--- src/rtl/uart_pkg.sv ---
// ---------------------------------------------------------------------------
// uart_pkg
// Shared definitions for the UART transmit (and later receive) blocks:
//   - tx_state_t     : frame state encoding (IDLE, START, D0..D7, PARITY, STOP)
//   - DEFAULT_CLOCKS_PER_BAUD : 868 clocks per serial bit
//   - FRAME_BITS     : 10 for plain 8N1, 11 when UART_TX_PARITY_EN is defined
//   - IDLE_LEVEL     : level of the serial line when nothing is being sent
//   - next_data_state: step from one data-bit state to the next
// Configuration macro: UART_TX_PARITY_EN (adds an even-parity bit).
// ---------------------------------------------------------------------------
package uart_pkg;

    typedef enum logic [3:0] {
        IDLE,
        START,
        D0,
        D1,
        D2,
        D3,
        D4,
        D5,
        D6,
        D7,
        PARITY,
        STOP
    } tx_state_t;

    localparam logic [23:0] DEFAULT_CLOCKS_PER_BAUD = 24'd868;

`ifdef UART_TX_PARITY_EN
    localparam int FRAME_BITS = 11;
`else
    localparam int FRAME_BITS = 10;
`endif

    localparam logic IDLE_LEVEL = 1'b1;

    // D7 has no data successor; the caller decides between PARITY and STOP.
    function automatic tx_state_t next_data_state(input tx_state_t s);
        case (s)
            D0:      return D1;
            D1:      return D2;
            D2:      return D3;
            D3:      return D4;
            D4:      return D5;
            D5:      return D6;
            D6:      return D7;
            default: return STOP;
        endcase
    endfunction

endpackage

--- src/rtl/uart_baud_counter.sv ---
// ---------------------------------------------------------------------------
// uart_baud_counter
// Down-counter that times one serial bit. Loading sets the count to
// clocks_per_baud-1; it then counts down to 0 and holds there.
// Ports:
//   i_clk           : system clock
//   i_reset         : synchronous, active-high reset (count -> 0)
//   load            : restart the bit timer
//   clocks_per_baud : clocks per serial bit (>= 2)
//   baud_done       : high while the count is 0 (last cycle of the bit)
//   count           : current count value
// ---------------------------------------------------------------------------
module uart_baud_counter (
    input  logic        i_clk,
    input  logic        i_reset,
    input  logic        load,
    input  logic [23:0] clocks_per_baud,
    output logic        baud_done,
    output logic [23:0] count
);

    // Saturates at 0 so the counter never wraps when left idle.
    always_ff @(posedge i_clk) begin
        if (i_reset) begin
            count <= 24'd0;
        end else if (load) begin
            count <= clocks_per_baud - 24'd1;
        end else if (count != 24'd0) begin
            count <= count - 24'd1;
        end
    end

    assign baud_done = (count == 24'd0);

endmodule

--- src/rtl/uart_tx_8n1.sv ---
// ---------------------------------------------------------------------------
// uart_tx_8n1
// Serial byte transmitter: start bit, 8 data bits LSB first, optional even
// parity, stop bit. o_busy covers the whole frame; writes while busy are
// dropped.
// Parameters:
//   CLOCKS_PER_BAUD : clocks per serial bit, legal range 2..2^24-1
// Ports:
//   i_clk     : system clock
//   i_reset   : synchronous, active-high reset
//   i_wr      : write strobe, request to send i_data
//   i_data    : character to transmit
//   o_uart_tx : serial line, idles high
//   o_busy    : frame in progress
// Configuration macro: UART_TX_PARITY_EN (inserts a PARITY bit before STOP).
// ---------------------------------------------------------------------------
module uart_tx_8n1
    import uart_pkg::*;
#(
    parameter logic [23:0] CLOCKS_PER_BAUD = DEFAULT_CLOCKS_PER_BAUD
) (
    input  logic       i_clk,
    input  logic       i_reset,
    input  logic       i_wr,
    input  logic [7:0] i_data,
    output logic       o_uart_tx,
    output logic       o_busy
);

    generate
        if (CLOCKS_PER_BAUD < 24'd2) begin : g_bad_clocks_per_baud
            $error("uart_tx_8n1: CLOCKS_PER_BAUD must be at least 2");
        end
    endgenerate

    tx_state_t   state;
    logic [7:0]  shift_reg;
    logic        baud_load;
    logic        baud_done;
    logic [23:0] baud_count;

`ifdef UART_TX_PARITY_EN
    logic        parity_bit;
`endif

    // The bit timer restarts on an accepted write and at every bit boundary
    // except the end of STOP, where the line goes idle.
    assign baud_load = (state == IDLE) ? i_wr : (baud_done && (state != STOP));

    uart_baud_counter u_baud_counter (
        .i_clk           (i_clk),
        .i_reset         (i_reset),
        .load            (baud_load),
        .clocks_per_baud (CLOCKS_PER_BAUD),
        .baud_done       (baud_done),
        .count           (baud_count)
    );

    // Frame sequencer. o_uart_tx is registered and is updated on the same
    // edge the state changes, so the line level always matches the state.
    // The shift register always presents the next data bit in bit 0.
    always_ff @(posedge i_clk) begin
        if (i_reset) begin
            state     <= IDLE;
            o_uart_tx <= IDLE_LEVEL;
            o_busy    <= 1'b0;
            shift_reg <= 8'hFF;
`ifdef UART_TX_PARITY_EN
            parity_bit <= 1'b0;
`endif
        end else begin
            case (state)
                IDLE: begin
                    if (i_wr) begin
                        shift_reg <= i_data;
                        state     <= START;
                        o_busy    <= 1'b1;
                        o_uart_tx <= 1'b0;
`ifdef UART_TX_PARITY_EN
                        parity_bit <= ^i_data;
`endif
                    end
                end
                START, D0, D1, D2, D3, D4, D5, D6: begin
                    if (baud_done) begin
                        state     <= (state == START) ? D0 : next_data_state(state);
                        o_uart_tx <= shift_reg[0];
                        shift_reg <= {1'b1, shift_reg[7:1]};
                    end
                end
                D7: begin
                    if (baud_done) begin
`ifdef UART_TX_PARITY_EN
                        state     <= PARITY;
                        o_uart_tx <= parity_bit;
`else
                        state     <= STOP;
                        o_uart_tx <= IDLE_LEVEL;
`endif
                    end
                end
`ifdef UART_TX_PARITY_EN
                PARITY: begin
                    if (baud_done) begin
                        state     <= STOP;
                        o_uart_tx <= IDLE_LEVEL;
                    end
                end
`endif
                STOP: begin
                    if (baud_done) begin
                        state     <= IDLE;
                        o_busy    <= 1'b0;
                        o_uart_tx <= IDLE_LEVEL;
                    end
                end
                default: begin
                    state     <= IDLE;
                    o_busy    <= 1'b0;
                    o_uart_tx <= IDLE_LEVEL;
                end
            endcase
        end
    end

    localparam logic [23:0] COUNT_MAX = CLOCKS_PER_BAUD - 24'd1;

    a_busy_matches_state: assert property (@(posedge i_clk) disable iff (i_reset)
        o_busy == (state != IDLE));

    a_line_high_idle_stop: assert property (@(posedge i_clk) disable iff (i_reset)
        ((state == IDLE) || (state == STOP)) |-> (o_uart_tx == IDLE_LEVEL));

    a_count_in_range: assert property (@(posedge i_clk) disable iff (i_reset)
        baud_count <= COUNT_MAX);

endmodule

--- config.mk ---
export PLATFORM = sky130hd
export DESIGN_NAME = uart_tx_8n1
export DESIGN_NICKNAME = d
export VERILOG_FILES = /design/src/rtl/uart_pkg.sv /design/src/rtl/uart_baud_counter.sv /design/src/rtl/uart_tx_8n1.sv
export SDC_FILE = /design/constraint.sdc
export NUM_CORES = 1
export LEC_CHECK = 0
export ABC_AREA = 1
export CAP_MARGIN = 5
export CORE_ASPECT_RATIO = 0.75
export CORE_UTILIZATION = 65
export CTS_BUF_LIST = sky130_fd_sc_hd__clkbuf_2 sky130_fd_sc_hd__clkbuf_4 sky130_fd_sc_hd__clkbuf_8
export DETAILED_ROUTE_END_ITERATION = 10
export DONT_BUFFER_PORTS = 1
export GPL_ROUTABILITY_DRIVEN = 1
export PLACE_DENSITY = 0.87
export REMOVE_ABC_BUFFERS = 1
export SLEW_MARGIN = 20
export SYNTH_ARGS = -nofsm -noshare
export SYNTH_HDL_FRONTEND = slang
export SYNTH_SLANG_ARGS = --single-unit
--- constraint.sdc ---
create_clock -name i_clk -period 3.17 [get_ports i_clk]
set_input_delay 0.634 -clock i_clk [delete_from_list [all_inputs] [get_ports i_clk]]
set_output_delay 0.634 -clock i_clk [all_outputs]
set_load 0.02 [all_outputs]
==> impl_metrics.tcl, run 1 <==
set metrics [dict create \
    status "finished, final reports clean" \
    cp-startpoint "u_baud_counter.count[0]$_SDFFE_PP0P_" \
    synth_area_leaders "dfxtp_1 (34%), nand2_1 (19%), nor2_1 (8.6%)" \
    cts_tree "done" \
    clock_path_buffers 2 \
    core-area_um2 3080 \
    cts-root-buf "clkbuf_8" \
    htreeDepth 2 \
    largest_register_ffs 24 \
    crit_top_cell "nor2_2" \
    yosys.area.top_type "dfxtp_1" \
    antenna_found_initial 0 \
    drc 0 \
    cp_slowest_stage_delay_ns 0.33 \
    path_depth 9 \
    finalCritPeriodShare 0.662 \
    ys_warn_count 0 \
    via_per_inst 5.32 \
    cp-end-kind "flop" \
    dr.pass1.iters 5 \
    grt-ovfl-total 0 \
    cts_hold_repair.buffers 0 \
    design.portCount 13 \
    vias 1996 \
    syn_area_per_cell_um2 6.68 \
    cts_buffers 5 \
    finalSetupTns_ns 0 \
    critical_path.max_fanout 28 \
    clk_latency_ns 0.29 \
    n_antenna_cell 0 \
    min_path_type "in -> reg" \
    grt_setup_unrepaired "false" \
    ctsResizeCount 0 \
    critPathLaunchType "flop" \
    relSlewSlack 0.613 \
    slowest_stage "dfxtp_1" \
    ys_seq_elements 38 \
    mostFrequentLayoutCells "nand2_1 (112), nor2_1 (51), dfxtp_1 (38)" \
    drtAntennaViolNets 0 \
    die_w_um 69.5 \
    rows 17 \
    synth_top_area_share 0.342 \
    die_height_um 52.7 \
    reg2reg_to "u_baud_counter.count[23]$_SDFFE_PP0P_" \
    final_common_cell "nand2_1" \
    max_freq_mhz 477 \
    fin_crit_ns 2.10 \
    nNetsFinal 349 \
    hpwl_mm 3.50 \
    groute.usage.overall 0.288 \
    first_iter_violations 219 \
    crit_family "simple AND/OR/NAND/NOR gates" \
    fp.dieArea_um2 3660 \
    path_clk_slew_ns 0.08 \
    timing.rr.start "u_baud_counter.count[0]$_SDFFE_PP0P_" \
    crit_type "reg -> reg" \
    initial_core_util 0.721 \
    grt_pass1_vias 1743 \
    wl_per_cell_um 12.7 \
    critPathArrivalTime_ns 2.27 \
    post_cts_buffers 0 \
    worst_pin_slew_ns 0.580 \
    rrSetupSlack_ns 1.07 \
    area_growth_pct 5.01 \
    grt_pass1_wl_mm 8.04 \
    worst_r2r_path_depth 9 \
    setup_viol 0 \
    grt_max_degree 29 \
    io_buffers 0 \
    crit_chain "inv_1 -> ha_1 -> nand2_1 -> nor2_2 -> nand3_4 -> nor2_2 -> a21oi_4 -> nand2_4 -> nor2_1" \
    critPathBufInv 1 \
    synth_area_um2 2220 \
    drive_above_1_share 0.142 \
    yosysSeqAreaShare 0.342 \
    synth_cells 333 \
    endpoint "u_baud_counter.count[23]$_SDFFE_PP0P_" \
    finalMaxSlewViolations 0 \
    cts_sinks 38 \
    clock_skew_ns 0.00773 \
    synthDistinctLibCells 28 \
    place_congestion 1.01 \
    wirelength_mm 4.78 \
    finalHoldViolCount 0 \
    cp.required_ns 3.34 \
    cap_violations 0 \
]
cells in the mapped netlist, drive strengths merged:
master	instances
nand3	31
nand4	1
o21ai	7
clkbuf	2
dfxtp	38
or2	3
nor3	4
nor2	74
ha	2
nand2	116
xnor2	11
nand3b	1
a21oi	8
inv	26
o211a	1
buf	2
xor2	6
kinds of logic (layout without fill, tap and decap cells):
group                      count (synthesis)  count (layout)  synth area share
xor gates and xnor gates                  17              17            0.0670
AOI/OAI and AO/OA                         16              16            0.0467
DFF                                       38              38             0.342
adders and majority gates                  2               2            0.0113
buffers and inverters                     30              34            0.0602
and+or+nand+nor                          230             230             0.473
layer usage:
layer	track usage	wire [um]	vias to the layer above	share of wire
met5	0	0	-	0
met4	0.0986	21	0	0.0044
met3	0.0942	494	2	0.10
met2	0.395	1860	80	0.39
met1	0.417	2410	877	0.50
li1	-	-	1037	-
final cells by class:
type                            instances  area, um^2
Clock buffer                            6        82.6
Fill cell                             255         749
Sequential cell                        38         761
Inverter                               26         103
Tap cell                               38        47.5
Clock inverter                          2        12.5
Multi-Input combinational cell        265        1330
how the worst min path moves through the flow:
stage	startpoint	to	slack (ns)	cells past startpoint
after global routing	i_reset	u_baud_counter.count[0]$_SDFFE_PP0P_	0.39	1
final	i_reset	u_baud_counter.count[0]$_SDFFE_PP0P_	0.40	1
after global placement	shift_reg[7]$_SDFFE_PP1P_	shift_reg[7]$_SDFFE_PP1P_	0.44	2
after CTS	i_reset	u_baud_counter.count[0]$_SDFFE_PP0P_	0.40	1
after detailed placement	shift_reg[7]$_SDFFE_PP1P_	shift_reg[7]$_SDFFE_PP1P_	0.45	2
after floorplan	shift_reg[7]$_SDFFE_PP1P_	shift_reg[7]$_SDFFE_PP1P_	0.43	2
metrics by stage:
stage                     setup slack [ns]  instances  cell area (um^2)  hold slack, ns  utilization
after floorplan                       1.44        329              2190           0.427            -
after global placement                1.23        367              2240           0.438        0.726
after detailed placement              1.11        367              2240           0.445        0.726
after CTS                             1.08        375              2330           0.399        0.757
after global routing                 0.935        375              2330           0.388        0.757
final                                 1.07        375              2330           0.405        0.757
Power of run 1 is left out: the tool's default activity adds up to more than one toggle a clock period on the data nets, which glitch-free logic cannot reach.
==> run 2, diff against run 1 <==
clock period = 2 ns   (was 3.17 ns; I/O delays follow)
==> impl_metrics.tcl, run 2 (synthesis results as in run 1) <==
set metrics [dict create \
    grt_pass1_vias 1825 \
    cap_violations 0 \
    nNetsFinal 351 \
    relSlewSlack 0.623 \
    path_clk_slew_ns 0.08 \
    n_antenna_cell 0 \
    cp-end-kind "flop" \
    ctsResizeCount 0 \
    vias 2021 \
    slowest_stage "dfxtp_1" \
    setup_viol 0 \
    rows 17 \
    place_area_um2 2250 \
    area_growth_pct 6.30 \
    clock_path_buffers 2 \
    via_per_inst 5.36 \
    groute.usage.overall 0.292 \
    grt-ovfl-total 0 \
    wl_per_cell_um 13.0 \
    finalCritPeriodShare 0.901 \
    clock_skew_ns 0.00409 \
    fp.dieArea_um2 3660 \
    cts_hold_repair.buffers 0 \
    crit_top_cell "nor2_2" \
    largest_register_ffs 24 \
    dr.pass1.iters 5 \
    critPathLaunchType "flop" \
    critPathArrivalTime_ns 1.98 \
    drc 0 \
    hpwl_mm 3.60 \
    status "finished, final reports clean" \
    cts-root-buf "clkbuf_8" \
    die_w_um 69.5 \
    path_depth 9 \
    antenna_found_initial 0 \
    crit_type "reg -> reg" \
    max_freq_mhz 555 \
    crit_chain "inv_1 -> ha_1 -> nand2_1 -> nor2_2 -> nand3_4 -> nor2_2 -> a21oi_4 -> nand2_4 -> nor2_1" \
    wirelength_mm 4.90 \
    post_cts_buffers 0 \
    final_common_cell "nand2_1" \
    cp_slowest_stage_delay_ns 0.32 \
    clk_latency_ns 0.30 \
    grt_setup_unrepaired "false" \
    design.portCount 13 \
    finalHoldViolCount 0 \
    finalMaxSlewViolations 0 \
    htreeDepth 2 \
    drtAntennaViolNets 0 \
    min_path_type "in -> reg" \
    stdcell_area_um2 2360 \
    cts_tree "done" \
    fin_crit_ns 1.80 \
    critPathBufInv 1 \
    reg2reg_to "u_baud_counter.count[21]$_SDFFE_PP0P_" \
    rrSetupSlack_ns 0.20 \
    mostFrequentLayoutCells "nand2_1 (112), nor2_1 (51), dfxtp_1 (38)" \
    endpoint "u_baud_counter.count[21]$_SDFFE_PP0P_" \
    grt_max_degree 19 \
    timing.rr.start "u_baud_counter.count[1]$_SDFFE_PP0P_" \
    die_height_um 52.7 \
    grt_pass1_wl_mm 8.14 \
    crit_family "simple AND/OR/NAND/NOR gates" \
    cp-startpoint "u_baud_counter.count[1]$_SDFFE_PP0P_" \
    io_buffers 0 \
    cp.required_ns 2.18 \
    first_iter_violations 180 \
    core-area_um2 3080 \
    cts_sinks 38 \
    critical_path.max_fanout 18 \
    finalSetupTns_ns 0 \
    worst_r2r_path_depth 9 \
    initial_core_util 0.721 \
    drive_above_1_share 0.147 \
    worst_pin_slew_ns 0.565 \
    cts_buffers 5 \
    place_congestion 1.03 \
]
==> run 2: cell count changes in the layout (fill, tap and decap cells not counted) <==
cell / change
buf_4: +2
bufinv_16: +1
clkbuf_8: -1
clkinv_2: +1
clkinvlp_4: -1
==> run 2: how the worst min path moves through the flow <==
| stage | from | endpoint | slack, ns | cells past startpoint |
|---|---|---|---|---|
| 6_report | i_reset | state[2]$_SDFFE_PP0P_ | 0.16 | 1 |
| 5_1_grt | i_reset | state[2]$_SDFFE_PP0P_ | 0.15 | 1 |
| 4_1_cts | i_reset | u_baud_counter.count[0]$_SDFFE_PP0P_ | 0.16 | 1 |
| 3_5_place_dp | shift_reg[6]$_SDFFE_PP1P_ | shift_reg[6]$_SDFFE_PP1P_ | 0.46 | 2 |
| 3_3_place_gp | shift_reg[7]$_SDFFE_PP1P_ | shift_reg[7]$_SDFFE_PP1P_ | 0.44 | 2 |
| 2_1_floorplan | shift_reg[7]$_SDFFE_PP1P_ | shift_reg[7]$_SDFFE_PP1P_ | 0.43 | 2 |
==> run 2: area by class of cell <==
type                            instances  area, um^2
Fill cell                             243         721
Multi-Input combinational cell        265        1330
Timing Repair Buffer                    2        15.0
Tap cell                               38        47.5
Clock inverter                          3        40.0
Clock buffer                            5        68.8
Inverter                               26         103
Sequential cell                        38         761
==> run 2: routing by layer <==
layer  vias to the layer above  routed length (um)  share of wire  GRT usage
li1                       1051                   -              -          -
met1                       900                2430           0.50      0.389
met2                        65                2100           0.43      0.466
met3                         5                 322          0.066     0.0712
met4                         0                  46         0.0094      0.102
met5                         -                   0              0          0
==> run 2: stage by stage <==
stage,std cells,setup slack [ns],hold WS (ns),utilization
final,377,0.198,0.157,0.766
after global routing,377,0.0556,0.149,0.766
after CTS,377,0.214,0.157,0.766
after detailed placement,369,0.235,0.455,0.731
after global placement,369,0.336,0.438,0.731
after floorplan,329,0.272,0.427,-
Power of run 2 is left out for the same reason.
